### config.mk
export PLATFORM = sky130hd
export DESIGN_NAME = dma_desc_sequencer
export DESIGN_NICKNAME = d
export VERILOG_FILES = /design/src/rtl/dma_desc_sequencer.sv
export SDC_FILE = /design/constraint.sdc
export NUM_CORES = 1
export LEC_CHECK = 0
export CAP_MARGIN = 20
export CELL_PAD_IN_SITES_DETAIL_PLACEMENT = 0
export CELL_PAD_IN_SITES_GLOBAL_PLACEMENT = 1
export CORE_ASPECT_RATIO = 0.9
export CORE_MARGIN = 4
export CORE_UTILIZATION = 32
export DETAILED_ROUTE_END_ITERATION = 7
export GPL_TIMING_DRIVEN = 0
export PLACE_DENSITY_LB_ADDON = 0.25
export SLEW_MARGIN = 30
export SYNTH_ARGS = -nofsm -noshare
export SYNTH_HDL_FRONTEND = slang
export SYNTH_SLANG_ARGS = --single-unit
### constraint.sdc
create_clock -name clk -period 1.8 [get_ports clk]
set_clock_uncertainty 0.05 [all_clocks]
set_input_delay 0.36 -clock clk [delete_from_list [all_inputs] [get_ports clk]]
set_output_delay 0.36 -clock clk [all_outputs]
set_load 0.02 [all_outputs]
### src/rtl/dma_desc_sequencer.sv
// Hardware command queue feeding the DMA descriptor slots: loads a batch, fires go, waits out done/error.
// Optional watchdog on the RUN state is enabled by defining DMA_SEQ_TIMEOUT_EN.
module dma_desc_sequencer #(
  parameter int NUM_DESC       = 2,
  parameter int ADDR_W         = 32,
  parameter int TIMEOUT_CYCLES = 65535
) (
  input  logic                       clk,
  input  logic                       rst,
  input  logic                       cmd_valid_i,
  output logic                       cmd_ready_o,
  input  logic [ADDR_W-1:0]          cmd_src_i,
  input  logic [ADDR_W-1:0]          cmd_dst_i,
  input  logic [ADDR_W-1:0]          cmd_bytes_i,
  input  logic                       cmd_rd_mode_i,
  input  logic                       cmd_wr_mode_i,
  input  logic                       cmd_last_i,
  output logic [NUM_DESC*ADDR_W-1:0] dma_desc_src_vec_o,
  output logic [NUM_DESC*ADDR_W-1:0] dma_desc_dst_vec_o,
  output logic [NUM_DESC*ADDR_W-1:0] dma_desc_byt_vec_o,
  output logic [NUM_DESC-1:0]        dma_desc_rd_mod_o,
  output logic [NUM_DESC-1:0]        dma_desc_wr_mod_o,
  output logic [NUM_DESC-1:0]        dma_desc_en_o,
  output logic                       dma_go_o,
  output logic                       dma_abort_o,
  input  logic                       dma_done_i,
  input  logic                       dma_error_i,
  output logic                       busy_o,
  output logic                       batch_done_o,
  output logic                       batch_err_o
);
  localparam int CW = $clog2(NUM_DESC + 1);

  if (NUM_DESC < 1 || ADDR_W < 1 || TIMEOUT_CYCLES < 1) begin : g_bad_cfg
    $error("dma_desc_sequencer: illegal parameter set");
  end

  typedef enum logic [2:0] {IDLE, FILL, RUN, ABORT, DRAIN} state_e;

  state_e                          state_q, state_d;
  logic [CW-1:0]                   cnt_q, cnt_d;
  logic [NUM_DESC-1:0][ADDR_W-1:0] src_q, src_d, dst_q, dst_d, byt_q, byt_d;
  logic [NUM_DESC-1:0]             rdm_q, rdm_d, wrm_q, wrm_d, en_q, en_d;
  logic ready_q, ready_d, go_q, go_d, abort_q, abort_d;
  logic busy_q, busy_d, done_q, done_d, err_q, err_d;
  logic hs, tmo_hit;

  assign hs = cmd_valid_i & ready_q;

`ifdef DMA_SEQ_TIMEOUT_EN
  localparam int TW = $clog2(TIMEOUT_CYCLES + 1);
  logic [TW-1:0] tmo_q, tmo_d;
  // tmo_q counts completed RUN cycles; the hit fires on the edge that completes cycle TIMEOUT_CYCLES
  assign tmo_hit = (state_q == RUN) && (tmo_q == TW'(TIMEOUT_CYCLES - 1));
`else
  assign tmo_hit = 1'b0;
`endif

  always_comb begin
    state_d = state_q;
    cnt_d   = cnt_q;
    src_d   = src_q;
    dst_d   = dst_q;
    byt_d   = byt_q;
    rdm_d   = rdm_q;
    wrm_d   = wrm_q;
    en_d    = en_q;
    err_d   = err_q;
    done_d  = 1'b0;
    unique case (state_q)
      IDLE, FILL: begin
        if (hs) begin
          if (state_q == IDLE) err_d = 1'b0;
          state_d = FILL;
          // zero-byte commands consume a handshake but never a slot
          if (cmd_bytes_i != '0) begin
            for (int i = 0; i < NUM_DESC; i++) begin
              if (cnt_q == CW'(i)) begin
                src_d[i] = cmd_src_i;
                dst_d[i] = cmd_dst_i;
                byt_d[i] = cmd_bytes_i;
                rdm_d[i] = cmd_rd_mode_i;
                wrm_d[i] = cmd_wr_mode_i;
                en_d[i]  = 1'b1;
              end
            end
            cnt_d = cnt_q + 1'b1;
          end
          if (cmd_last_i || cnt_d == CW'(NUM_DESC)) begin
            if (cnt_d != '0) begin
              state_d = RUN;
            end else begin
              state_d = IDLE;
              done_d  = 1'b1;
            end
          end
        end
      end
      RUN: begin
        if (dma_error_i) begin
          err_d   = 1'b1;
          state_d = ABORT;
        end else if (dma_done_i) begin
          done_d  = 1'b1;
          state_d = DRAIN;
        end else if (tmo_hit) begin
          err_d   = 1'b1;
          state_d = ABORT;
        end
      end
      ABORT: begin
        if (dma_done_i) begin
          done_d  = 1'b1;
          state_d = DRAIN;
        end
      end
      DRAIN: begin
        // wait for done to fall so a stale level cannot complete the next batch
        if (!dma_done_i) begin
          en_d    = '0;
          cnt_d   = '0;
          state_d = IDLE;
        end
      end
      default: state_d = IDLE;
    endcase
    go_d    = (state_d == RUN);
    abort_d = (state_d == ABORT);
    busy_d  = (state_d != IDLE);
    ready_d = ((state_d == IDLE) || (state_d == FILL)) && (cnt_d < CW'(NUM_DESC));
`ifdef DMA_SEQ_TIMEOUT_EN
    tmo_d = tmo_q;
    if (state_d == RUN) begin
      if (state_q != RUN)                      tmo_d = '0;
      else if (tmo_q != TW'(TIMEOUT_CYCLES))   tmo_d = tmo_q + 1'b1;
    end
`endif
  end

  always_ff @(posedge clk or negedge rst) begin
    if (!rst) begin
      state_q <= IDLE;
      cnt_q   <= '0;
      src_q   <= '0;
      dst_q   <= '0;
      byt_q   <= '0;
      rdm_q   <= '0;
      wrm_q   <= '0;
      en_q    <= '0;
      ready_q <= 1'b0;
      go_q    <= 1'b0;
      abort_q <= 1'b0;
      busy_q  <= 1'b0;
      done_q  <= 1'b0;
      err_q   <= 1'b0;
`ifdef DMA_SEQ_TIMEOUT_EN
      tmo_q   <= '0;
`endif
    end else begin
      state_q <= state_d;
      cnt_q   <= cnt_d;
      src_q   <= src_d;
      dst_q   <= dst_d;
      byt_q   <= byt_d;
      rdm_q   <= rdm_d;
      wrm_q   <= wrm_d;
      en_q    <= en_d;
      ready_q <= ready_d;
      go_q    <= go_d;
      abort_q <= abort_d;
      busy_q  <= busy_d;
      done_q  <= done_d;
      err_q   <= err_d;
`ifdef DMA_SEQ_TIMEOUT_EN
      tmo_q   <= tmo_d;
`endif
    end
  end

  assign cmd_ready_o        = ready_q;
  assign dma_desc_src_vec_o = src_q;
  assign dma_desc_dst_vec_o = dst_q;
  assign dma_desc_byt_vec_o = byt_q;
  assign dma_desc_rd_mod_o  = rdm_q;
  assign dma_desc_wr_mod_o  = wrm_q;
  assign dma_desc_en_o      = en_q;
  assign dma_go_o           = go_q;
  assign dma_abort_o        = abort_q;
  assign busy_o             = busy_q;
  assign batch_done_o       = done_q;
  assign batch_err_o        = err_q;

endmodule

==> results of run 1 <==
==> per-layer routing <==
layer	up-vias	wire (um)	part of all wire, %	global-route usage (%)
met5	-	0	0	0
met4	0	705	3.1	5.063
li1	2531	-	-	-
met3	40	2014	8.8	5.745
met1	2811	9173	40	19.28
met2	202	10940	48	26.22
==> registers in the layout, indices dropped and copies added (netlist names) <==
register / flops
state_q: 3
dma_abort_o: 1
dma_desc_rd_mod_o: 2
dma_go_o: 1
dma_desc_src_vec_o: 64
batch_done_o: 1
dma_desc_byt_vec_o: 64
dma_desc_wr_mod_o: 2
dma_desc_en_o: 2
dma_desc_dst_vec_o: 64
busy_o: 1
cmd_ready_o: 1
batch_err_o: 1
cnt_q: 2
==> cell families after synthesis <==
family | after synthesis | synth area share (%)
fa+ha+maj | 2 | 0.3066
mux | 197 | 27.99
simple gates | 43 | 3.649
buf+inv | 27 | 2.652
flops | 209 | 64.08
compound gates | 17 | 1.318
==> synthesized netlist by cell type, types with 2 or more instances <==
library cell	number	area [um2]
mux2_4	18	270.3
ha_1	2	25.02
inv_1	6	22.52
and4_2	2	20.02
nor4_1	9	56.30
nand4_1	3	18.77
mux2_2	178	2004
nand2_1	7	26.28
nand3_4	2	35.03
buf_12	2	40.04
nand2b_1	3	18.77
a31oi_1	2	12.51
nand3_1	4	20.02
nor2b_1	2	12.51
buf_8	2	30.03
o21ai_0	4	20.02
nor3b_1	3	22.52
a21oi_1	4	20.02
a21boi_0	2	15.01
buf_4	16	120.1
dfrtp_1	209	5230
==> critical path: stages <==
cell           delay (ns)
dlygate4sd2_1        0.28
nor4_4               0.29
and4_4               0.30
nand2_8              0.09
nand3_4              0.16
buf_12               0.13
buf_8                0.13
mux2_2               0.34
==> path summary, 6_finish.rpt <==
check / end / slack [ns] / cells after the start
max in group asynchronous: dma_desc_byt_vec_o[38] / 0.27 / 4
min in group asynchronous: dma_desc_src_vec_o[12] / 0.29 / 2
worst min register to register: dma_desc_byt_vec_o[21] / 0.45 / 1
worst max-delay path: dma_desc_byt_vec_o[9] / 0.03 / 8
worst max register to register: dma_desc_dst_vec_o[55] / 0.03 / 7
worst min-delay path: dma_desc_byt_vec_o[28] / 0.11 / 2
==> cell type report <==
cell class / count / area, um2
clock buffer: 32 / 661.9
sequential: 209 / 5234
clock inverter: 9 / 151.4
buffer: 19 / 276.5
tap: 342 / 427.9
inverter: 6 / 22.52
multi-input combinational: 261 / 2913
antenna: 1 / 2.502
timing repair buffer: 337 / 3158
fill: 2195 / 12270
==> power groups by stage <==
stage / combinational (W) / clock, W / sequential [W]
2_1_floorplan: 0.00333 / 0 / 0.0111
3_3_place_gp: 0.0121 / 0 / 0.00824
3_5_place_dp: 0.0123 / 0 / 0.00836
4_1_cts: 0.0111 / 0.00520 / 0.00821
5_1_grt: 0.0116 / 0.00539 / 0.00849
6_report: 0.0110 / 0.00501 / 0.00818
==> through the flow <==
step | hold slack [ns] | setup WS [ns]
floorplan | 0.01441 | -0.01844
global placement | 0.4364 | -8.856
detailed placement | 0.2313 | -0.8803
CTS | 0.1804 | -0.01181
global route | 0.08889 | -0.03542
finish | 0.1089 | 0.02779
==> repair_timing <==
item,in CTS,in global routing
hold buffers,1,0
gates cloned,3,0
endpoints found under the hold margin,47,0
resized for setup,291,22
endpoints found under the setup margin,405,137
pin swaps,11,11
setup buffers,20,6
==> results.md, run 1 <==
- Inst Count DP: 1,146
- Critical path class: in2reg
- CP Launch Type: primary input
- Final Cell Area: approximately 13,000 um2
- Post-synth EDFFs: 0
- Most used DFF post-synth: dfrtp_1
- Worst path required time: between 2 and 2.5 ns
- Reg clk slew, reported paths: ~0.060 ns
- Flop pwr share: 33.8%
- Max Root-Sink Buffers: 3
- Clk sinks: between 200 and 250
- Post-route DRC: 0
- Port bufs: between 300 and 400
- Max-Cap Viols: 0
- Clock power share: around 21%
- Status: finished, final reports clean
- Netlist Area Pre-Place: 8162 um2
- Worst slew pin tran: ~0.45 ns
- WP data arrival: roughly 2.1 ns
- Reg-to-reg startpoint: state_q[1]
- Mapped Nets: 601
- Setup TNS: 0 ns
- CTS tree: done
- Final period utilization: a little over nine tenths
- Core box area: around 25,000 um2
- Placer Congestion: between 0.8 and 0.9
- Hold path start: cmd_bytes_i[28]
- Commonest non-fill, non-tap cells in the layout: dlygate4sd2_1 (217), dfrtp_1 (206), mux2_2 (178)
- RSZ-0062 raised after global routing: true
- Final #Nets: 964
- Final WL: between 20,000 and 25,000 um
- Sequential area share after synthesis: about 64%
- Logic pwr share: 45.4%
- CTS H-tree lvls: 1
- Post-DP HPWL: 16,450 um
- Hold Violations, Final: 0
- Inserted Clock Buffers: 24
- Synthesized instance count: about 500
- Final core utilization: 51.15%
- Global Route Usage Sum: about 16%
- P_sw: 0.008781 W
- Largest net degree at the start of global routing: 90
- Starting Density: around a third
- Ys Warns: 0
- Die X-Extent: approximately 180 um
- Crit. Startpoint: cmd_bytes_i[22]
- Vias in the first global route: 6,170
- Peak supply drop: approximately 0.9 mV
- Post-Layout Cell Count: around 1,200
- Cell Pwr Density: ~1900 nW/um2
- First-pass GRT wire length: 35,580 um
- Crit. End Element: register
- Critical path fanouts, max: 10
- Fmax: about 560 MHz
- Die height: around 160 um
- Switching share of total power: between 30% and 40%
- DRT antenna net count: 0
- Total number of vias: 5,584
- Syn avg cell area: between 15 and 20 um2
- # setup viols final: 0
- Synth async-reset ratio: 100.0%
- Clock Latency Late Sink: ~0.50 ns
- Grt total ovfl: 0
- Vias/cell: approximately 4.6
- Netlist cell types: 36
- Slew margin rel.: a little over two thirds
- I/O pin count: 308
- Initial drt markers: between 150 and 200
- Routed WL per cell: 18.78 um
- Cell Rows: 55
- P&R area growth vs syn: 57.41%
- Antenna violations before repair: 1
- Pleak: about 6.0 nW
- Hold WC Path Type: in2reg
- Length of the first detailed-routing pass in iterations: 4
- Total design power: 0.02417 W
- Area of placed instances: roughly 12,000 um2
- Most common cell after layout, fill and taps aside: dlygate4sd2_1
- Internal Power: ~0.015 W
- Fraction of layout cells with a size suffix above 1: a little over a third
- DIE AREA: between 20,000 and 30,000 um2
- Clock root buffer: clkbuf_16
- Yosys reg bits: around 210
- Min cycle time layout: approximately 1.8 ns
- Slew Viols, Final: 0
Note: power is estimated with default switching activity, not from simulation.
==> run 2: changes to the inputs <==
--- a/config.mk
+++ b/config.mk
@@ -6,7 +6,7 @@
 export NUM_CORES = 1
 export LEC_CHECK = 0
 export CAP_MARGIN = 20
-export CELL_PAD_IN_SITES_DETAIL_PLACEMENT = 0
+export CELL_PAD_IN_SITES_DETAIL_PLACEMENT = 1
 export CELL_PAD_IN_SITES_GLOBAL_PLACEMENT = 1
 export CORE_ASPECT_RATIO = 0.9
 export CORE_MARGIN = 4
@@ -14,6 +14,7 @@
 export DETAILED_ROUTE_END_ITERATION = 7
 export GPL_TIMING_DRIVEN = 0
 export PLACE_DENSITY_LB_ADDON = 0.25
+export REMOVE_ABC_BUFFERS = 1
 export SLEW_MARGIN = 30
 export SYNTH_ARGS = -nofsm -noshare
 export SYNTH_HDL_FRONTEND = slang
==> run 2 against run 1 <==
Net effect:
- the flow now finishes with violations (negative setup slack)
- sequential share of layout area fell by 0.64 points
- clock power shrank 4.4%
- total power is 2.1% higher
- routed wire length grew 20%
- non-clock buffer count rose by 11
- register-to-register slack worse by 0.08 ns
- die area stayed put
- core utilization increased by 0.82 points
- flip-flop and latch count unchanged
- setup slack got worse by 0.079 ns
- largest cell class unchanged
- highest routed layer unchanged
==> results.md, run 2 (synthesis results as in run 1) <==
- Crit path largest cell delay: 0.42 ns (+0.08 ns)
- Failing checks: negative setup slack
- Final Cell Area: 13,050 um2 (+1.6%)
- Status: finished with violations
- Most common cell after layout, fill and taps aside: dlygate4sd2_1
- CP Launch Type: register
- Fmax: 540.2 MHz (-4.3%)
- Slew margin rel.: 66.79% (-3.0 points)
- Fill cells: 2,498 (+14%)
- Reg clk slew, reported paths: 0.06 ns (about the same)
- Global Route Usage Sum: 19.03% (+3.2 points)
- Critical path fanouts, max: 5 (-5)
- WL met1: 10,530 um (+15%)
- Antenna violations before repair: 1 (unchanged)
- Critical path class: reg2reg
- Min cycle time layout: 1.851 ns (+0.07898 ns)
- Met3 WL post-DR: 2437 um (+21%)
- Final #Nets: 975 (+1.1%)
- Area of placed instances: 11,610 um2 (-2.0%)
- Clk sinks: 209 (unchanged)
- Routed wl met2: 13,730 um (+25%)
- Inserted Clock Buffers: 24 (unchanged)
- Max Root-Sink Buffers: 3 (unchanged)
- Worst path cell trace: nor3_4 -> buf_6 -> nand3_4 -> buf_12 -> buf_12 -> buf_16 -> mux2_4
- Clock Latency Late Sink: 0.50 ns (about the same)
- Final WL: 27,440 um (+20%)
- Setup WS post-layout: -0.05119 ns (-0.07898 ns)
- Placer Congestion: 0.7378 (-9.1%)
- Routed WL per cell: 22.32 um (+19%)
- Total number of vias: 5,767 (+3.3%)
- Peak supply drop: 1.027 mV (+13%)
- Die X-Extent: 176.3 um (unchanged)
- WP data arrival: 2.19 ns (+0.08 ns)
- First-pass GRT wire length: 41,910 um (+18%)
- CP dominant cell by count: buf_12
- Hold WC Path Type: in2reg
- Vias/cell: 4.692 (+2.2%)
- DRT antenna net count: 0 (unchanged)
- CTS tree: done
- # setup viols final: 42 (+42)
- CTS H-tree lvls: 1 (unchanged)
- Length of the first detailed-routing pass in iterations: 4 (unchanged)
- P&R area growth vs syn: 59.93%
- Cell Rows: 55 (unchanged)
- Pleak: 6.190 nW (+2.6%)
- Initial drt markers: 188 (+3.9%)
- Post-DP HPWL: 17,200 um (+4.6%)
- Die height: 159.5 um (unchanged)
- Clock root buffer: clkbuf_16
- Post-route DRC: 0 (unchanged)
- Slack of the worst reg-to-reg path: -0.05 ns (-0.08 ns)
- Fraction of layout cells with a size suffix above 1: 38.76% (+2.1 points)
- Hold Violations, Final: 0 (unchanged)
- I/O pin count: 308 (unchanged)
- Largest net degree at the start of global routing: 94 (+4.4%)
- Final period utilization: 102.8% (+4.4 points)
- Grt total ovfl: 0 (unchanged)
- Worst path required time: 2.14 ns (about the same)
- Slew Viols, Final: 0 (unchanged)
- Top Layer Used: met4
- Vias in the first global route: 6,721 (+8.9%)
- Total design power: 0.02468 W (+2.1%)
- Crit. End Element: register
- Max-Cap Viols: 0 (unchanged)
- Commonest non-fill, non-tap cells in the layout: dlygate4sd2_1 (207), dfrtp_1 (206), mux2_2 (170)
- Core box area: 25,120 um2 (unchanged)
- Port bufs: 307 (unchanged)
- RSZ-0062 raised after global routing: true
- Setup WS pre-CTS: -1.552 ns (-0.6717 ns)
- Worst slew pin tran: 0.4981 ns (+0.04490 ns)
- Starting Density: 32.49% (unchanged)
- Cell Pwr Density: 1891 nW/um2 (+0.48%)
- CP max-delay cell: dfrtp_2
- DIE AREA: 28,130 um2 (unchanged)
-- run 2: cell type report --
cell class,count,area [um2],share of cell area (%)
Multi-Input combinational cell,261,2948,22.58
Clock inverter,4,45.04,0.3451
Inverter,6,22.52,0.1725
Antenna cell,2,5.005,0.03834
Timing Repair Buffer,367,3626,27.78
Tap cell,342,427.9,3.278
Sequential cell,209,5234,40.10
Clock buffer,38,744.5,5.704
-- run 2: power breakdown --
group / internal (W) / switching [W] / total [W] / leakage (nW)
logic: 0.00543 / 0.00614 / 0.0116 / 3.28
clock network: 0.00295 / 0.00184 / 0.00479 / 0.391
registers: 0.00707 / 0.00124 / 0.00831 / 2.52
total: 0.0155 / 0.00922 / 0.0247 / 6.19
-- run 2: what timing repair did --
item,CTS,global route
hold buffers,1,0
setup endpoints to repair,410,197
pin swaps,14,16
resized for setup,309,55
gates cloned,14,3
setup buffers,38,10
endpoints found under the hold margin,32,0
-- run 2: final timing paths --
check / from / end / cells after the start
setup / recovery: state_q[1] / dma_desc_dst_vec_o[31] / 7
hold / removal: cmd_bytes_i[18] / dma_desc_byt_vec_o[50] / 2
setup reg to reg: state_q[1] / dma_desc_dst_vec_o[31] / 7
hold reg to reg: dma_desc_src_vec_o[37] / dma_desc_src_vec_o[37] / 1
max in group asynchronous: rst / dma_desc_dst_vec_o[53] / 3
min in group asynchronous: rst / dma_desc_dst_vec_o[15] / 2
-- run 2: routing by layer --
metal | up-vias | track usage (%)
met3 | 44 | 7.170
li1 | 2546 | -
met1 | 2935 | 22.18
met2 | 242 | 33.42
met4 | 0 | 4.255
met5 | - | 0
-- run 2: critical path, delay by kind of cell, from the launching register on --
kind                   cells  cell delay [ns]
multiplexers               1             0.29
flip-flops                 1             0.42
buffers and inverters      4             0.59
AND/OR/NAND/NOR            2             0.38
-- run 2: stage by stage --
stage	std cells	setup TNS [ns]	utilization, %	hold slack, ns
6_report	1229	-1.099	51.97	0.09885
5_1_grt	1228	-3.709	51.96	0.08865
4_1_cts	1223	-3.330	52.13	0.08117
3_5_place_dp	1129	-284.34	46.22	0.2026
3_3_place_gp	1123	-2036.35	45.66	0.4358
2_1_floorplan	474	-132.48	-	0.01441
==> run 3: changes to the inputs <==
--- a/config.mk
+++ b/config.mk
@@ -9,7 +9,7 @@
 export CELL_PAD_IN_SITES_DETAIL_PLACEMENT = 1
 export CELL_PAD_IN_SITES_GLOBAL_PLACEMENT = 1
 export CORE_ASPECT_RATIO = 0.9
-export CORE_MARGIN = 4
+export CORE_MARGIN = 5
 export CORE_UTILIZATION = 32
 export DETAILED_ROUTE_END_ITERATION = 7
 export GPL_TIMING_DRIVEN = 0
==> run 3 against run 2 <==
Net effect:
- the flow still finishes with violations (negative setup slack)
- non-clock buffer count rose by 11
- routed wire length rose by 7.4%
- core utilization rose by 1.1 points
- critical path depth rose by 1
- first-iteration DRC count rose by 7.4%
- hold slack improved by 0.0016 ns
- total power rose by 2.5%
- die area rose by 2.4%
- combinational power rose by 4%
- flip-flop and latch count did not move
- setup slack got worse by 0.064 ns
- register-to-register slack got worse by 0.06 ns
==> results.md, run 3 (synthesis results as in run 1) <==
- Setup WS pre-CTS: -1.446 ns (+0.1057 ns)
- Commonest non-fill, non-tap cells in the layout: dlygate4sd2_1 (211), dfrtp_1 (207), mux2_2 (165)
- Max-Cap Viols: 0 (unchanged)
- Final WL: 29,460 um (+7.4%)
- Inserted Clock Buffers: 24 (unchanged)
- Worst slew pin tran: 0.4691 ns (-0.02906 ns)
- Post-DP HPWL: 17,890 um (+4.0%)
- CTS H-tree lvls: 1 (unchanged)
- CTS tree: done
- Routed WL per cell: 23.85 um (+6.8%)
- Worst path required time: 2.14 ns (about the same)
- Critical path class: reg2reg
- Placer Congestion: 0.7708 (+4.5%)
- Length of the first detailed-routing pass in iterations: 4 (unchanged)
- Post-route DRC: 0 (unchanged)
- Worst hold slack: 0.1004 ns (+0.001593 ns)
- Slack of the worst reg-to-reg path: -0.12 ns (-0.06 ns)
- First-pass GRT wire length: 43,560 um (+3.9%)
- RSZ-0062 raised after global routing: true
- Worst path cell trace: nor3_4 -> buf_6 -> nand3_4 -> buf_12 -> buf_16 -> buf_12 -> buf_16 -> mux2_2
- Largest net degree at the start of global routing: 92 (-2.1%)
- Crit. End Element: register
- Antenna violations before repair: 1 (unchanged)
- Status: finished with violations
- DIE AREA: 28,800 um2 (+2.4%)
- Core box area: 25,120 um2 (unchanged)
- Fraction of layout cells with a size suffix above 1: 38.68% (-0.080 points)
- DRT antenna net count: 0 (unchanged)
- Pleak: 6.343 nW (+2.5%)
- Clk sinks: 209 (unchanged)
- # setup viols final: 118 (+180%)
- Port bufs: 307 (unchanged)
- Cell Rows: 55 (unchanged)
- Global Route Usage Sum: 19.71% (+0.68 points)
- Vias/cell: 4.751 (+1.2%)
- P&R area growth vs syn: 63.21%
- Crit path largest cell delay: 0.44 ns (+0.02 ns)
- Setup WS post-layout: -0.1155 ns (-0.06433 ns)
- CP max-delay cell: dfrtp_2
- Peak supply drop: 1.102 mV (+7.3%)
- Starting Density: 32.49% (unchanged)
- Total design power: 0.02528 W (+2.5%)
- Slew Viols, Final: 0 (unchanged)
- Final period utilization: 106.4% (+3.6 points)
- Die height: 161.5 um (+1.3%)
- Fmax: 522.1 MHz (-3.4%)
- Die X-Extent: 178.3 um (+1.1%)
- Initial drt markers: 202 (+7.4%)
- WP data arrival: 2.25 ns (+0.06 ns)
- I/O pin count: 308 (unchanged)
- Critical path fanouts, max: 8 (+3)
- Hold WC Path Type: in2reg
- Slew margin rel.: 68.73% (+1.9 points)
- Cell Pwr Density: 1898 nW/um2 (+0.40%)
- Vias in the first global route: 6,871 (+2.2%)
- Hold Violations, Final: 0 (unchanged)
- Grt total ovfl: 0 (unchanged)
- Reg clk slew, reported paths: 0.06 ns (about the same)
- Min cycle time layout: 1.916 ns (+0.06433 ns)
- Clock Latency Late Sink: 0.51 ns (about the same)
- Clock root buffer: clkbuf_16
- Total number of vias: 5,867 (+1.7%)
- Most common cell after layout, fill and taps aside: dlygate4sd2_1
- Failing checks: negative setup slack
- Max Root-Sink Buffers: 3 (unchanged)
- CP Launch Type: register
- Final #Nets: 986 (+1.1%)
run 3: cell count changes in the layout (fill, tap and decap cells not counted), sizes merged:
cell,before,now
buf,67,73
diode,2,1
bufinv,1,2
bufbuf,0,1
clkdlybuf4s15,6,7
dlygate4sd2,207,211
clkbuf,54,47
inv,6,7
run 3: critical path: cells and delay by family, from the launching register on:
| kind | cells | cell delay (ns) |
|---|---|---|
| flip-flops | 1 | 0.44 |
| multiplexers | 1 | 0.28 |
| buffers and inverters | 5 | 0.70 |
| AND/OR/NAND/NOR | 2 | 0.32 |
run 3: layer usage:
layer	global-route usage, %	vias to the layer above	part of all wire [%]
met5	0	-	0
met4	4.395	0	2.2
met3	8.753	36	10
met2	34.03	221	50
met1	22.54	3049	37
li1	-	2561	-
run 3: cell type report:
type / count / area (um2)
Inverter: 6 / 22.52
Tap cell: 342 / 427.9
Clock inverter: 6 / 95.09
Timing Repair Buffer: 378 / 3889
Fill cell: 2479 / 11800
Sequential cell: 209 / 5233
Clock buffer: 32 / 670.6
Antenna cell: 1 / 2.502
Multi-Input combinational cell: 261 / 2980
run 3: worst paths after layout:
| path | startpoint | end | cells after the start |
|---|---|---|---|
| setup / recovery | state_q[1] | dma_desc_src_vec_o[20] | 8 |
| hold / removal | cmd_bytes_i[0] | dma_desc_byt_vec_o[0] | 2 |
| setup reg to reg | state_q[1] | dma_desc_src_vec_o[20] | 8 |
| hold reg to reg | dma_desc_src_vec_o[16] | dma_desc_src_vec_o[16] | 1 |
| max in group asynchronous | rst | state_q[1] | 4 |
| min in group asynchronous | rst | dma_desc_dst_vec_o[12] | 2 |
run 3: repair_timing:
item,CTS,global route
hold buffers,1,0
resized for setup,317,63
endpoints found under the setup margin,410,197
pin swaps,15,9
buffers inserted,41,13
endpoints found under the hold margin,43,0
gates cloned,20,4
run 3: where the power goes:
part / leakage [nW] / total (W) / internal (W) / switching (W)
registers: 2.52 / 0.00833 / 0.00707 / 0.00126
logic: 3.45 / 0.0121 / 0.00576 / 0.00637
clock network: 0.377 / 0.00483 / 0.00288 / 0.00194
total: 6.34 / 0.0253 / 0.0157 / 0.00957
run 3: metrics by stage:
step / area [um2] / setup TNS (ns) / utilization, % / cells
final: 13320 / -8.917 / 53.03 / 1235
after global routing: 13320 / -16.66 / 53.03 / 1235
after CTS: 13300 / -5.826 / 52.97 / 1228
after detailed placement: 11610 / -261.13 / 46.22 / 1129
after global placement: 11470 / -2055.29 / 45.66 / 1123
after floorplan: 7968 / -132.48 / - / 474
